[config.mk]
export PLATFORM = sky130hd
export DESIGN_NAME = approx_mult_error_monitor
export DESIGN_NICKNAME = d
export VERILOG_FILES = /design/src/rtl/approx_mult_error_monitor.sv
export SDC_FILE = /design/constraint.sdc
export NUM_CORES = 1
export LEC_CHECK = 0
export BUFFER_PORTS_ARGS = -buffer_cell sky130_fd_sc_hd__buf_2
export CAP_MARGIN = 10
export CELL_PAD_IN_SITES_DETAIL_PLACEMENT = 1
export CELL_PAD_IN_SITES_GLOBAL_PLACEMENT = 1
export CORE_UTILIZATION = 42
export DETAILED_ROUTE_END_ITERATION = 10
export PLACE_DENSITY = 0.79
export SETUP_SLACK_MARGIN = 0.5
export SYNTH_ARGS = -nofsm -noshare
export SYNTH_HDL_FRONTEND = slang
export SYNTH_SLANG_ARGS = --single-unit
[constraint.sdc]
create_clock -name clk -period 8.5 [get_ports clk]
set_input_delay 0.425 -clock clk [delete_from_list [all_inputs] [get_ports clk]]
set_output_delay 0.425 -clock clk [all_outputs]
set_load 0.005 [all_outputs]
[src/rtl/approx_mult_error_monitor.sv]
// approx_mult_error_monitor
//   Error-metric engine for an approximate multiplier under test. Each accepted
//   sample is multiplied exactly and compared against the approximate product.
//   Over a window of 2**LOG2_SAMPLES samples it accumulates the error count, the
//   signed and absolute error-distance sums, the maximum error distance together
//   with the operands that first produced it, and the mean absolute error (MED).
//   Datapath: S1 captures operands and the exact product, S2 forms the signed and
//   absolute difference, and S3 folds the difference into the accumulators.
module approx_mult_error_monitor #(
  parameter int WIDTH        = 8,
  parameter int LOG2_SAMPLES = 14
) (
  input  logic                            clk,
  input  logic                            rst,
  input  logic                            start,
  input  logic                            in_valid,
  output logic                            in_ready,
  input  logic [WIDTH-1:0]                in_a,
  input  logic [WIDTH-1:0]                in_b,
  input  logic [2*WIDTH-1:0]              in_apprx,
  output logic                            busy,
  output logic                            done,
  output logic [LOG2_SAMPLES:0]           sample_cnt,
  output logic [LOG2_SAMPLES:0]           err_cnt,
  output logic [2*WIDTH+LOG2_SAMPLES-1:0] sum_abs_ed,
  output logic [2*WIDTH+LOG2_SAMPLES:0]   sum_ed,
  output logic [2*WIDTH-1:0]              max_ed,
  output logic [WIDTH-1:0]                max_a,
  output logic [WIDTH-1:0]                max_b,
  output logic [2*WIDTH-1:0]              med
);

  // Derived widths: product, signed difference, counters and both sums.
  localparam int PW  = 2 * WIDTH;
  localparam int DW  = PW + 1;
  localparam int CW  = LOG2_SAMPLES + 1;
  localparam int SAW = PW + LOG2_SAMPLES;
  localparam int SEW = PW + LOG2_SAMPLES + 1;

  localparam logic [CW-1:0] CNT_ONE   = {{(CW-1){1'b0}}, 1'b1};
  localparam logic [CW-1:0] N_SAMPLES = CNT_ONE << LOG2_SAMPLES;
  localparam logic [CW-1:0] LAST_IDX  = N_SAMPLES - CNT_ONE;

  // Controller states.
  localparam logic [1:0] ST_IDLE  = 2'd0;
  localparam logic [1:0] ST_RUN   = 2'd1;
  localparam logic [1:0] ST_DRAIN = 2'd2;
  localparam logic [1:0] ST_DONE  = 2'd3;

  // ---------------------------------------------------------------------------
  // Control state
  // ---------------------------------------------------------------------------
  logic [1:0] state_q, state_d;
  logic       drain_cnt_q, drain_cnt_d;

  logic accept;       // sample handshake this cycle
  logic start_clr;    // start accepted: clears results on the same edge that enters RUN
  logic last_sample;  // the sample being accepted is the N-th of the window
  logic drain_exit;   // final DRAIN cycle; results are complete at the next edge

  assign in_ready    = (state_q == ST_RUN);
  assign busy        = (state_q == ST_RUN) || (state_q == ST_DRAIN);
  assign done        = (state_q == ST_DONE);
  assign accept      = in_valid && in_ready;
  assign start_clr   = start && ((state_q == ST_IDLE) || (state_q == ST_DONE));
  assign drain_exit  = (state_q == ST_DRAIN) && drain_cnt_q;

  // ---------------------------------------------------------------------------
  // S1: operands, approximate product and exact product
  // ---------------------------------------------------------------------------
  logic             v1_q, v1_d;
  logic [WIDTH-1:0] a1_q, a1_d;
  logic [WIDTH-1:0] b1_q, b1_d;
  logic [PW-1:0]    apprx1_q, apprx1_d;
  logic [PW-1:0]    exact1_q, exact1_d;
  logic [PW-1:0]    exact_c;

  // Zero-extend both operands so the multiply is evaluated at full product width.
  assign exact_c = {{WIDTH{1'b0}}, in_a} * {{WIDTH{1'b0}}, in_b};

  // ---------------------------------------------------------------------------
  // S2: signed difference and its magnitude, operands carried for max tracking
  // ---------------------------------------------------------------------------
  logic             v2_q, v2_d;
  logic [WIDTH-1:0] a2_q, a2_d;
  logic [WIDTH-1:0] b2_q, b2_d;
  logic [DW-1:0]    d2_q, d2_d;
  logic [PW-1:0]    absd2_q, absd2_d;

  // ---------------------------------------------------------------------------
  // S3: accumulators and results
  // ---------------------------------------------------------------------------
  logic [CW-1:0]    sample_cnt_q, sample_cnt_d;
  logic [CW-1:0]    err_cnt_q, err_cnt_d;
  logic [SAW-1:0]   sum_abs_q, sum_abs_d;
  logic [SEW-1:0]   sum_ed_q, sum_ed_d;
  logic [PW-1:0]    max_ed_q, max_ed_d;
  logic [WIDTH-1:0] max_a_q, max_a_d;
  logic [WIDTH-1:0] max_b_q, max_b_d;
  logic [PW-1:0]    med_q, med_d;

  assign last_sample = (sample_cnt_q == LAST_IDX);

  // Next-state logic: RUN until the N-th acceptance, then two DRAIN cycles to flush S2/S3.
  always_comb begin
    state_d     = state_q;
    drain_cnt_d = drain_cnt_q;
    case (state_q)
      ST_IDLE: begin
        if (start) state_d = ST_RUN;
      end
      ST_RUN: begin
        if (accept && last_sample) begin
          state_d     = ST_DRAIN;
          drain_cnt_d = 1'b0;
        end
      end
      ST_DRAIN: begin
        if (drain_cnt_q) state_d = ST_DONE;
        else             drain_cnt_d = 1'b1;
      end
      ST_DONE: begin
        if (start) state_d = ST_RUN;
      end
      default: begin
        state_d = ST_IDLE;
      end
    endcase
  end

  // S1 next values: capture only on acceptance so idle cycles leave the stage untouched.
  always_comb begin
    v1_d     = accept;
    a1_d     = a1_q;
    b1_d     = b1_q;
    apprx1_d = apprx1_q;
    exact1_d = exact1_q;
    if (accept) begin
      a1_d     = in_a;
      b1_d     = in_b;
      apprx1_d = in_apprx;
      exact1_d = exact_c;
    end
  end

  // S2 next values: one extra bit keeps exact-apprx exact; magnitude avoids a negate of d.
  always_comb begin
    v2_d    = v1_q;
    a2_d    = a2_q;
    b2_d    = b2_q;
    d2_d    = d2_q;
    absd2_d = absd2_q;
    if (v1_q) begin
      a2_d = a1_q;
      b2_d = b1_q;
      d2_d = {1'b0, exact1_q} - {1'b0, apprx1_q};
      if (exact1_q >= apprx1_q) absd2_d = exact1_q - apprx1_q;
      else                      absd2_d = apprx1_q - exact1_q;
    end
  end

  // S3 next values: clear on start, count acceptances, fold in S2 results, latch MED at the end.
  always_comb begin
    sample_cnt_d = sample_cnt_q;
    err_cnt_d    = err_cnt_q;
    sum_abs_d    = sum_abs_q;
    sum_ed_d     = sum_ed_q;
    max_ed_d     = max_ed_q;
    max_a_d      = max_a_q;
    max_b_d      = max_b_q;
    med_d        = med_q;
    if (start_clr) begin
      sample_cnt_d = '0;
      err_cnt_d    = '0;
      sum_abs_d    = '0;
      sum_ed_d     = '0;
      max_ed_d     = '0;
      max_a_d      = '0;
      max_b_d      = '0;
      med_d        = '0;
    end else begin
      if (accept) begin
        sample_cnt_d = sample_cnt_q + CNT_ONE;
      end
      if (v2_q) begin
        if (absd2_q != '0) begin
          err_cnt_d = err_cnt_q + CNT_ONE;
        end
        sum_abs_d = sum_abs_q + {{LOG2_SAMPLES{1'b0}}, absd2_q};
        sum_ed_d  = sum_ed_q + {{(SEW-DW){d2_q[DW-1]}}, d2_q};
        // Strict compare: on a tie the earlier sample keeps its operands.
        if (absd2_q > max_ed_q) begin
          max_ed_d = absd2_q;
          max_a_d  = a2_q;
          max_b_d  = b2_q;
        end
      end
      // The last sample reaches S3 on this same edge, so MED uses the updated sum.
      if (drain_exit) begin
        med_d = sum_abs_d[SAW-1:LOG2_SAMPLES];
      end
    end
  end

  // Control registers.
  always_ff @(posedge clk or posedge rst) begin
    if (rst) begin
      state_q     <= ST_IDLE;
      drain_cnt_q <= 1'b0;
    end else begin
      state_q     <= state_d;
      drain_cnt_q <= drain_cnt_d;
    end
  end

  // Pipeline registers; reset discards any in-flight samples.
  always_ff @(posedge clk or posedge rst) begin
    if (rst) begin
      v1_q     <= 1'b0;
      a1_q     <= '0;
      b1_q     <= '0;
      apprx1_q <= '0;
      exact1_q <= '0;
      v2_q     <= 1'b0;
      a2_q     <= '0;
      b2_q     <= '0;
      d2_q     <= '0;
      absd2_q  <= '0;
    end else begin
      v1_q     <= v1_d;
      a1_q     <= a1_d;
      b1_q     <= b1_d;
      apprx1_q <= apprx1_d;
      exact1_q <= exact1_d;
      v2_q     <= v2_d;
      a2_q     <= a2_d;
      b2_q     <= b2_d;
      d2_q     <= d2_d;
      absd2_q  <= absd2_d;
    end
  end

  // Accumulator and result registers.
  always_ff @(posedge clk or posedge rst) begin
    if (rst) begin
      sample_cnt_q <= '0;
      err_cnt_q    <= '0;
      sum_abs_q    <= '0;
      sum_ed_q     <= '0;
      max_ed_q     <= '0;
      max_a_q      <= '0;
      max_b_q      <= '0;
      med_q        <= '0;
    end else begin
      sample_cnt_q <= sample_cnt_d;
      err_cnt_q    <= err_cnt_d;
      sum_abs_q    <= sum_abs_d;
      sum_ed_q     <= sum_ed_d;
      max_ed_q     <= max_ed_d;
      max_a_q      <= max_a_d;
      max_b_q      <= max_b_d;
      med_q        <= med_d;
    end
  end

  assign sample_cnt = sample_cnt_q;
  assign err_cnt    = err_cnt_q;
  assign sum_abs_ed = sum_abs_q;
  assign sum_ed     = sum_ed_q;
  assign max_ed     = max_ed_q;
  assign max_a      = max_a_q;
  assign max_b      = max_b_q;
  assign med        = med_q;

endmodule

# Yosys cells after proc, flatten, opt, wreduce, memory -nomap -nowiden
# Cells that the tools add are included.
# W data, S select, Z words.
[totals]
ff_bits = 241
in_bits = 36
out_inout_bits = 142
wordCells = 84
[op_classes]
add_sub_neg = 7
multipliers = 1
order_cmp = 2
n_eq_ne = 7
mux = 27
n_reduce_logical = 19
[ops]
columns = ["operator", "count"]
rows = [
  ["$mux W16", 6],
  ["$mux W15", 5],
  ["$mux W31", 2],
  ["$mux W30", 2],
  ["$mux W8", 6],
  ["$sub A16 B16 Y16", 2],
  ["$add A31 B31 Y31", 1],
  ["$add A15 B1 Y15 const B", 2],
  ["$add A30 B16 Y30", 1],
  ["$sub A16 B16 Y17", 1],
  ["$ge A16 B16 Y1", 1],
  ["$gt A16 B16 Y1", 1],
  ["$mul A8 B8 Y16", 1],
  ["$reduce_bool A16 Y1", 1],
  ["$eq A15 B14 Y1 const B", 1],
  ["$reduce_bool A2 Y1", 6],
  ["$mux W2", 3],
  ["$pmux W2 S3", 1],
  ["$reduce_and A2 Y1", 3],
  ["$eq A2 B2 Y1 const B", 2],
  ["$logic_and A1 B1 Y1", 4],
  ["$ne A2 B1 Y1 const B", 2],
  ["$reduce_and A3 Y1", 1],
  ["$eq A2 B1 Y1 const B", 1],
  ["6 further kinds", 7],
]

# Logic depth before layout (Yosys ltp)
# Gate-level depths: netlist (run 1).
[logic_depth]
ltp_word = 5
ltp_mapped = 18
mapped_depth_nobuf = 18

# Least setup slack after synthesis (run 1)
# OpenSTA, ideal clock, no wires.
[synth_path]
path_type = "input port to flip-flop"
start = "in in_b[7]"
end = "reg exact1_q[14]"
setup_ns = 0.134
arrival_time_ns = 4.013
t_required_ns = 8.366
slack_ns = 4.352
path_stages = 14
n_path_buf = 0
cell_sequence = "and2_1 fa_1 fa_1 fa_1 inv_1 fa_1 inv_1 ha_1 or2_2 o22ai_1 o21ai_0 o41ai_1 xor2_1 o21ai_0"
[synth_between]
elab_chain_len = 1
[synth_lines]
columns = ["element", "line", "source"]
rows = [
  ["start, declared", "19", "input logic [WIDTH-1:0] in_b,"],
  ["$mul A8 B8 Y16", "79", "assign exact_c = {{WIDTH{1'b0}}, in_a} * {{WIDTH{1'b0}}, in_b};"],
  ["end signal, assigned", "234", "exact1_q <= exact1_d;"],
  ["end, declared", "75", "logic [PW-1:0] exact1_q, exact1_d;"],
]
# Every way passes these cells.
# A chain may end at the register's enable or synchronous reset.

# Final worst setup path (run 1)
[layout_path]
start = "in in_b[4]"
end = "reg exact1_q[15]"
# The elaborated chain is that of the path after synthesis.

==> results of run 1 <==
==> worst paths after layout <==
kind	slack, ns	endpoint	from	cells past startpoint
min in group clk	0.09	apprx1_q[2]	in_apprx[2]	3
worst min-delay path	0.05	sum_ed[16]	rst	2
worst min register to register	0.47	b1_q[4]	b1_q[4]	2
max in group asynchronous	6.27	v1_q	rst	4
worst max-delay path	4.25	exact1_q[15]	in_b[4]	18
worst max register to register	4.41	err_cnt[12]	state_q[0]	13
==> sequential cells by signal (all words and copies together) (netlist names) <==
signal,flops
v1_q,1
med,16
sum_abs_ed,30
d2_q,17
sample_cnt,15
apprx1_q,16
max_b,8
err_cnt,15
max_ed,16
exact1_q,16
sum_ed,31
a2_q,8
absd2_q,15
b2_q,8
drain_cnt_q,1
a1_q,8
state_q,2
b1_q,8
max_a,8
v2_q,1
==> area by class of cell <==
cell class	instances	area, um2	share of cell area
diodes	3	7.51	0.000413
flip-flops and latches	240	6010	0.331
well taps	504	631	0.0347
inverters	124	473	0.0260
clock buffers	40	807	0.0444
repair buffers	186	953	0.0525
clock inverters	12	123	0.00675
multi-input cells	1247	9160	0.504
==> critical path: stages <==
cell	delay, ns
buf_2	0.16
and2_1	0.17
fa_1	0.45
fa_1	0.49
ha_1	0.29
inv_1	0.06
fa_1	0.52
inv_1	0.06
ha_1	0.33
nor2b_1	0.16
o21ai_0	0.23
a21oi_1	0.13
o21ai_0	0.29
a21oi_1	0.15
a41oi_1	0.30
a21oi_1	0.13
xnor2_1	0.19
o21ai_0	0.10
==> report_power, final <==
| part | total (mW) | leakage (nW) | switching (mW) | internal, mW |
|---|---|---|---|---|
| registers | 1.94 | 2.92 | 0.398 | 1.54 |
| logic | 4.07 | 5.62 | 2.28 | 1.79 |
| clock network | 1.21 | 0.455 | 0.486 | 0.722 |
| total | 7.22 | 9.00 | 3.17 | 4.05 |
==> through the flow <==
stage	instances	instance area, um2	utilization	power, mW	setup WS (ns)
2_1_floorplan	1671	15900	-	4.83	1.49
3_3_place_gp	2301	17200	0.467	5.80	4.02
3_5_place_dp	2301	17200	0.467	6.01	3.75
4_1_cts	2353	18200	0.492	7.29	4.28
5_1_grt	2353	18200	0.492	7.84	3.97
6_report	2356	18200	0.493	7.22	4.25
==> per-layer routing <==
metal  GRT usage  wire, um  vias up
met3      0.0322      1380       57
met2       0.404     21600      196
li1            -         -     6027
met4      0.0631      1190        0
met1       0.285     18800     6306
met5           0         0        -
==> cells by family after synthesis <==
| kind of cell | count (synthesis) | share of synthesized area |
|---|---|---|
| XOR/XNOR | 109 | 0.0602 |
| adder cells (fa/ha/maj) | 175 | 0.157 |
| buffers and inverters | 184 | 0.0451 |
| AND/OR/NAND/NOR | 517 | 0.153 |
| multiplexers | 113 | 0.0739 |
| AO/OA/AOI/OAI | 333 | 0.132 |
| flip-flops | 240 | 0.378 |
==> cells in the final DEF (no fill, tap or decap), types with 60 or more instances in the layout <==
master / count
nand2_1: 150
inv_1: 122
dfrtp_1: 238
ha_1: 135
nor2_1: 166
o21ai_0: 97
buf_2: 177
a21oi_1: 97
mux2i_1: 80
xor2_1: 60
==> reports/qor.csv, run 1 <==
metric,value,unit
finalMaxSlewViolations,0,
critPathKind,in2reg,
finalSetupViolCount,0,
area_growth,14.5,%
cts_num_sinks,240,
fill_cells,4235,
synthTopCellsByCount,"240 x dfrtp_1, 168 x nor2_1, 150 x nand2_1",
crit_fanout,9,
global_route.overflow_total,0,
synth-main-ff-cell,dfrtp_1,
yosysSeqAreaShare,0.378,
min_period_over_period,0.500,
dp_hpwl,32100,um
max_cap_viol_count,0,
powerDensity,397,mW/mm2
grt_pass1_wl,71200,um
postRouteAntennaNets,0,
post-cts-setup-buffers,0,
yosysWarnings,0,
initial_core_util,0.430,
cts_tree,yes,
min_period,4.25,ns
die_area,0.0386,mm2
yosys-top-cells-area,"dfrtp_1 38%, ha_1 11%, fa_1 5.0%, mux2i_1 5.0%, nor2_1 4.0%",
num_rows,70,
finalHoldViolCount,0,
fmax,0.235,GHz
ctsResizeCount,0,
yosysUniqueCellTypes,68,
end_kind,register,
clockRootBuffer,clkbuf_16,
async_flop_share,1.00,
slew_headroom,0.270,
yosys.area.top_type,dfrtp_1,
ios,178,
synth_edf_count,0,
rsz0062_at_grt,no,
vias,12600,
fp.dieH,196,um
max_slew.worst_pin.slew,1.10,ns
clock_skew,0.0333,ns
cp.required,8.89,ns
grt_pass1_vias,13600,
yosysTopAreaCellShare,0.378,
grt_antenna_before_repair,3,
grt.total_usage,0.227,
drive_above_1_share,0.156,
port_buffers,177,
synth-seq-cells,240,
routed_wl,42900,um
grt_start_max_net_pins,127,
leakage,9.00,nW
avgSynthCellArea,9.50,um2
synth_nets,1882,
yosysMostFrequentCell,dfrtp_1,
max-clock-path-buffers,3,
cts_buffers,29,
drt_first_pass_iters,4,
postSynthCellCount,1671,
coreArea,0.0369,mm2
viasPerCell,5.34,
path_clk_slew,0.06,ns
place_congestion,0.852,
clock_latency,0.56,ns
die_x,196,um
first_iter_violations,562,
crit_path_start_kind,input port,
holdWs,0.0475,ns
peakVddDrop,0.175,mV
syn_area,0.0159,mm2
crit_arrival,4.65,ns
drc,0,
status,completed,
h-tree-depth,1,
hold_buffers,0,
wire_per_inst,18.2,um
tns,0,ns
layout.nets,2039,
min_path_type,in2async,
(Power assumes the default switching activity.)
==> run 2, diff against run 1 <==
--- a/config.mk
+++ b/config.mk
@@ -11,7 +11,7 @@
 export CELL_PAD_IN_SITES_GLOBAL_PLACEMENT = 1
 export CORE_UTILIZATION = 42
 export DETAILED_ROUTE_END_ITERATION = 10
-export PLACE_DENSITY = 0.79
+export PLACE_DENSITY = 0.82
 export SETUP_SLACK_MARGIN = 0.5
 export SYNTH_ARGS = -nofsm -noshare
 export SYNTH_HDL_FRONTEND = slang
==> constraint.sdc (replaced) <==
create_clock -name clk -period 3.6 [get_ports clk]
set_input_delay 0.18 -clock clk [delete_from_list [all_inputs] [get_ports clk]]
set_output_delay 0.18 -clock clk [all_outputs]
set_load 0.005 [all_outputs]
==> run 2 against run 1 <==
Die area is the same. Worst setup slack worse by 4.0 ns. Hold slack got worse by 0.048 ns. Clock-buffer cell count unchanged. Highest routed layer unchanged. Flip-flop and latch count stayed put. Clock skew about the same. First-iteration DRC count down 11%. Critical path depth is the same. Final area up 7.2%. The run now ends with hold timing left.
==> reports/qor.csv, run 2 (synthesized netlist as in run 1, its figures left out) <==
metric,value,unit,change
tns,0,ns,unchanged
min_period_over_period,0.928,,
layout.nets,2129,,+4.4%
coreArea,0.0369,mm2,unchanged
cpPeakStageDelay,0.53,ns,about the same
cp.required,4.01,ns,-4.88 ns
violations,hold timing,,
grt_pass1_vias,14100,,+4.1%
path_clk_slew,0.06,ns,about the same
clockRootBuffer,clkbuf_16,,
finalMaxSlewViolations,0,,unchanged
first_iter_violations,501,,-11%
end_kind,register,,
max-clock-path-buffers,3,,unchanged
cts_tree,yes,,
fmax,0.299,GHz,
vias,13100,,+3.9%
rsz0062_at_grt,yes,,
num_rows,70,,unchanged
min_period,3.34,ns,
max_cap_viol_count,0,,unchanged
crit_arrival,3.75,ns,-0.90 ns
status,"complete, but fails checks",,
port_buffers,177,,unchanged
wire_per_inst,19.0,um,+4.3%
crit_chain,buf_6 > nand2_2 > fa_1 > fa_1 > inv_1 > fa_1 > inv_1 > fa_1 > inv_2 > ha_4 > inv_4 > a21oi_4 > o21ai_2 > a21oi_2 > a41oi_2 > a21oi_2 > xnor2_1 > o21ai_1,,
clock_latency,0.57,ns,about the same
leakage,9.50,nW,+5.6%
peakVddDrop,0.405,mV,+130%
fill_cells,4153,,-1.9%
cpLargestDelayFamily,adder cells,,
cts_num_sinks,240,,unchanged
ios,178,,unchanged
initial_core_util,0.430,,unchanged
largest_register_ffs,31,,unchanged
final_common_cell,dfrtp_1,,
crit_path_start_kind,input port,,
critPathKind,in2reg,,
finalInstanceArea,0.0195,mm2,+7.2%
holdWs,-0.000520,ns,-0.0480 ns
grt_start_max_net_pins,92,,-28%
min_path_type,in2reg,,
crit_fanout,7,,-2
finalSetupViolCount,0,,unchanged
die_x,196,um,unchanged
drc,0,,unchanged
viasPerCell,5.35,,+0.23%
place_area,0.0178,mm2,+3.3%
startpoint,in_a[1],,
routed_wl,46400,um,+8.1%
cts_buffers,27,,-6.9%
h-tree-depth,1,,unchanged
place_congestion,0.871,,+2.2%
grt_pass1_wl,74200,um,+4.2%
regToRegStartpoint,d2_q[0],,
postRouteAntennaNets,0,,unchanged
worst-path-buf-inv,5,,+2
cpMaxStageDelayCell,fa_1,,
drt_first_pass_iters,4,,unchanged
max_slew.worst_pin.slew,1.13,ns,+0.0392 ns
clock_skew,0.0329,ns,-0.000433 ns
crit_path_frequent_cell,fa_1,,
slew_headroom,0.243,,-0.0261
finalHoldViolCount,1,,+1
grt_antenna_before_repair,4,,+1
die_area,0.0386,mm2,unchanged
dp_hpwl,33800,um,+5.2%
global_route.overflow_total,0,,unchanged
drive_above_1_share,0.220,,+0.0644
fp.dieH,196,um,unchanged
powerDensity,936,mW/mm2,+140%
grt.total_usage,0.237,,+0.0101
final_cell_mix,"237 x dfrtp_1, 165 x buf_2, 162 x nor2_1, 145 x nand2_1, 124 x ha_1",,
worstHoldStart,in_a[0],,
area_growth,22.7,%,
-- run 2: cell count changes in the layout (fill, tap and decap cells not counted), moves of 11 or more --
cell / previous run / this run
ha_1: 135 / 124
buf_2: 177 / 165
buf_4: 9 / 72
dlygate4sd3_1: 0 / 25
-- run 2: metal layers --
metal	track usage	routed length, um	share of wire
met1	0.289	19700	0.42
met3	0.0318	1520	0.033
met5	0	0	0
met2	0.435	23900	0.51
met4	0.0645	1330	0.029
-- run 2: where the power goes --
part | total, mW | leakage [nW] | switching [mW] | internal [mW]
Sequential | 4.61 | 2.92 | 0.981 | 3.63
Clock | 2.74 | 0.419 | 1.12 | 1.62
Combinational | 10.9 | 6.16 | 5.92 | 4.94
Total | 18.2 | 9.50 | 8.03 | 10.2
-- run 2: worst paths after layout --
path,end,slack (ns),depth (start not counted)
setup reg to reg,sum_ed[26],0.56,12
max in group asynchronous,err_cnt[13],2.48,4
hold reg to reg,b1_q[2],0.48,2
setup / recovery,exact1_q[15],0.26,18
min in group asynchronous,absd2_q[15],0.22,3
hold / removal,a1_q[0],-0.0005,4
-- run 2: timing repair --
item,4_1_cts,5_1_grt
buffers inserted,3,14
hold buffers,25,0
pin swaps,15,45
hold endpoints to repair,42,0
resized for setup,31,66
setup endpoints to repair,34,43
gates cloned,0,1
-- run 2: worst register-to-register path: stages (launching register included) --
cell and delay [ns]:
dfrtp_2 0.45, ha_4 0.17, inv_1 0.05, fa_2 0.35, nor2b_1 0.16, o31a_1 0.23, o31ai_2 0.11, a211oi_2 0.33
a41oi_2 0.23, o31ai_4 0.42, a31oi_1 0.15, xor2_1 0.18, o21ai_1 0.08
-- run 2: cell type report --
cell class	instances	area (um2)	share of cell area
Multi-Input combinational cell	1247	9620	0.494
Sequential cell	240	6010	0.309
Timing Repair Buffer	278	1860	0.0957
Clock buffer	40	774	0.0398
Tap cell	504	631	0.0324
Inverter	124	472	0.0242
Clock inverter	6	86.3	0.00443
Antenna cell	4	10.0	0.000514
-- run 2: stage by stage --
step | hold slack [ns] | worst slack, ns | utilization | cells | total power, mW
floorplan | 0.285 | 0.0316 | - | 1671 | 11.5
global placement | 0.266 | -0.387 | 0.482 | 2350 | 14.0
CTS | 0.00203 | 0.304 | 0.516 | 2424 | 17.6
detailed placement | 0.262 | -0.504 | 0.482 | 2350 | 14.6
global route | 0.00509 | 0.132 | 0.528 | 2441 | 19.6
finish | -0.000520 | 0.260 | 0.528 | 2443 | 18.2
==> run 3, diff against run 2 <==
--- a/config.mk
+++ b/config.mk
@@ -12,6 +12,7 @@
 export CORE_UTILIZATION = 42
 export DETAILED_ROUTE_END_ITERATION = 10
 export PLACE_DENSITY = 0.82
+export RECOVER_POWER = 50
 export SETUP_SLACK_MARGIN = 0.5
 export SYNTH_ARGS = -nofsm -noshare
 export SYNTH_HDL_FRONTEND = slang
==> run 3 against run 2 <==
The run ends with hold timing, capacitance limit, slew limit left. Die area unchanged. Critical endpoint unchanged. Register-to-register slack worse by 0.02 ns. Sequential power is essentially flat.
==> reports/qor.csv, run 3 (synthesized netlist as in run 1, its figures left out) <==
metric,value,unit,change
cts_buffers,27,,unchanged
p_int,10.1,mW,-0.46%
hold_depth,4,,unchanged
finalSetupViolCount,0,,unchanged
max_slew.worst_pin.slew,2.13,ns,+0.995 ns
swShare,0.442,,+0.00107
rsz0062_at_grt,yes,,
cts_tree,yes,,
die_x,196,um,unchanged
crit_path_start_kind,input port,,
fmax,0.299,GHz,about the same
initial_core_util,0.430,,unchanged
slew_headroom,-0.420,,-0.663
dp_hpwl,33800,um,unchanged
worstHoldStart,in_a[0],,
final_common_cell,dfrtp_1,,
powerDensity,938,mW/mm2,+0.23%
vias,13100,,+0.22%
violations,"hold timing, capacitance limit, slew limit",,
num_rows,70,,unchanged
viasPerCell,5.37,,+0.22%
postRouteAntennaNets,0,,unchanged
clockRootBuffer,clkbuf_16,,
p_sw,8.02,mW,about the same
critPathKind,in2reg,,
clock_latency,0.57,ns,about the same
largest_register_ffs,31,,unchanged
peakVddDrop,0.405,mV,about the same
grt_start_max_net_pins,92,,unchanged
crit_arrival,3.75,ns,about the same
port_buffers,177,,unchanged
fp.dieH,196,um,unchanged
final_util,0.525,,-0.00261
routed_wl,46400,um,-0.11%
place_congestion,0.871,,unchanged
end_kind,register,,
die_area,0.0386,mm2,unchanged
grt.total_usage,0.237,,unchanged
grt_pass1_vias,14100,,unchanged
cp.required,4.01,ns,about the same
finalHoldViolCount,1,,unchanged
drc,0,,unchanged
clock_skew,0.0321,ns,-0.000775 ns
ff2ff_path_depth,13,,+1
final_cell_mix,"238 x dfrtp_1, 162 x nor2_1, 145 x nand2_1, 124 x ha_1, 122 x buf_2",,
h-tree-depth,1,,unchanged
min_period_over_period,0.928,,about the same
status,"complete, but fails checks",,
min_path_type,in2reg,,
grt_antenna_before_repair,4,,unchanged
comb_power_share,0.595,,about the same
coreArea,0.0369,mm2,unchanged
area_growth,22.1,%,
cts_num_sinks,240,,unchanged
place_area,0.0178,mm2,unchanged
max-clock-path-buffers,3,,unchanged
finalMaxSlewViolations,200,,+200
tns,0,ns,unchanged
drive_above_1_share,0.196,,-0.0243
ios,178,,unchanged
timing.rr.end,absd2_q[11],,
hold_path_end,a1_q[0],,
holdWs,-0.00210,ns,-0.00158 ns
leakage,9.33,nW,-1.7%
drt_first_pass_iters,4,,unchanged
path_clk_slew,0.06,ns,about the same
first_iter_violations,488,,-2.6%
wire_per_inst,19.0,um,-0.11%
min_period,3.34,ns,-0.000819 ns
global_route.overflow_total,0,,unchanged
regToRegStartpoint,apprx1_q[0],,
max_cap_viol_count,3,,+3
rrSetupSlack,0.54,ns,-0.02 ns
grt_pass1_wl,74200,um,unchanged
crit_fanout,7,,unchanged
dp_slack,-0.504,ns,unchanged
setup_ws,0.261,ns,+0.000819 ns
finalInstanceArea,0.0194,mm2,-0.49%
power_frac_clock,0.151,,about the same
layout.nets,2129,,unchanged
power_frac_seq,0.254,,about the same
run 3: what timing repair did:
item | CTS | global route
setup endpoints to repair | 34 | 43
buffers inserted | 3 | 14
pin swaps | 15 | 45
hold buffers | 25 | 0
gates resized for setup | 31 | 66
endpoints found under the hold margin | 42 | 0
cloned | 0 | 1
run 3: area by class of cell:
type                       instances  area [um2]
fill                            4163       17500
multi-input combinational       1247        9620
sequential                       240        6010
timing repair buffer             278        1770
clock buffer                      40         774
tap                              504         631
inverter                         124         469
clock inverter                     6        86.3
antenna                            4        10.0
run 3: how the worst max path moves through the flow:
stage | from | endpoint | slack, ns | cells after the start
global placement | in_a[2] | exact1_q[15] | -0.39 | 18
finish | in_a[1] | exact1_q[15] | 0.26 | 18
detailed placement | in_a[2] | exact1_q[15] | -0.50 | 18
CTS | in_b[6] | exact1_q[15] | 0.30 | 18
global route | in_a[1] | exact1_q[15] | 0.13 | 18
floorplan | in_a[2] | exact1_q[15] | 0.03 | 17
run 3: per-layer routing:
layer,up-vias,share of wire,track usage
li1,6206,-,-
met1,6617,0.42,0.289
met2,220,0.52,0.435
met3,67,0.036,0.0318
met4,0,0.028,0.0645
met5,-,0,0
run 3: worst max-delay path, stage by stage:
cell,delay (ns)
buf_6,0.10
nand2_2,0.08
fa_1,0.50
fa_1,0.53
inv_1,0.05
fa_1,0.48
inv_1,0.05
fa_1,0.50
inv_2,0.05
ha_4,0.27
inv_4,0.04
a21oi_4,0.11
o21ai_2,0.07
a21oi_2,0.19
a41oi_2,0.16
a21oi_2,0.18
xnor2_1,0.13
o21ai_1,0.07
run 3: power groups by stage:
stage	clock [mW]	combinational (mW)	sequential [mW]
after floorplan	0	7.18	4.34
after global placement	0	9.49	4.55
after detailed placement	0	9.99	4.62
after CTS	2.79	10.2	4.58
after global routing	2.87	11.9	4.74
final	2.74	10.8	4.62
run 3: per-stage QoR:
stage               power [mW]  cells
floorplan                 11.5   1671
global placement          14.0   2350
detailed placement        14.6   2350
CTS                       17.6   2424
global route              19.6   2441
finish                    18.2   2443
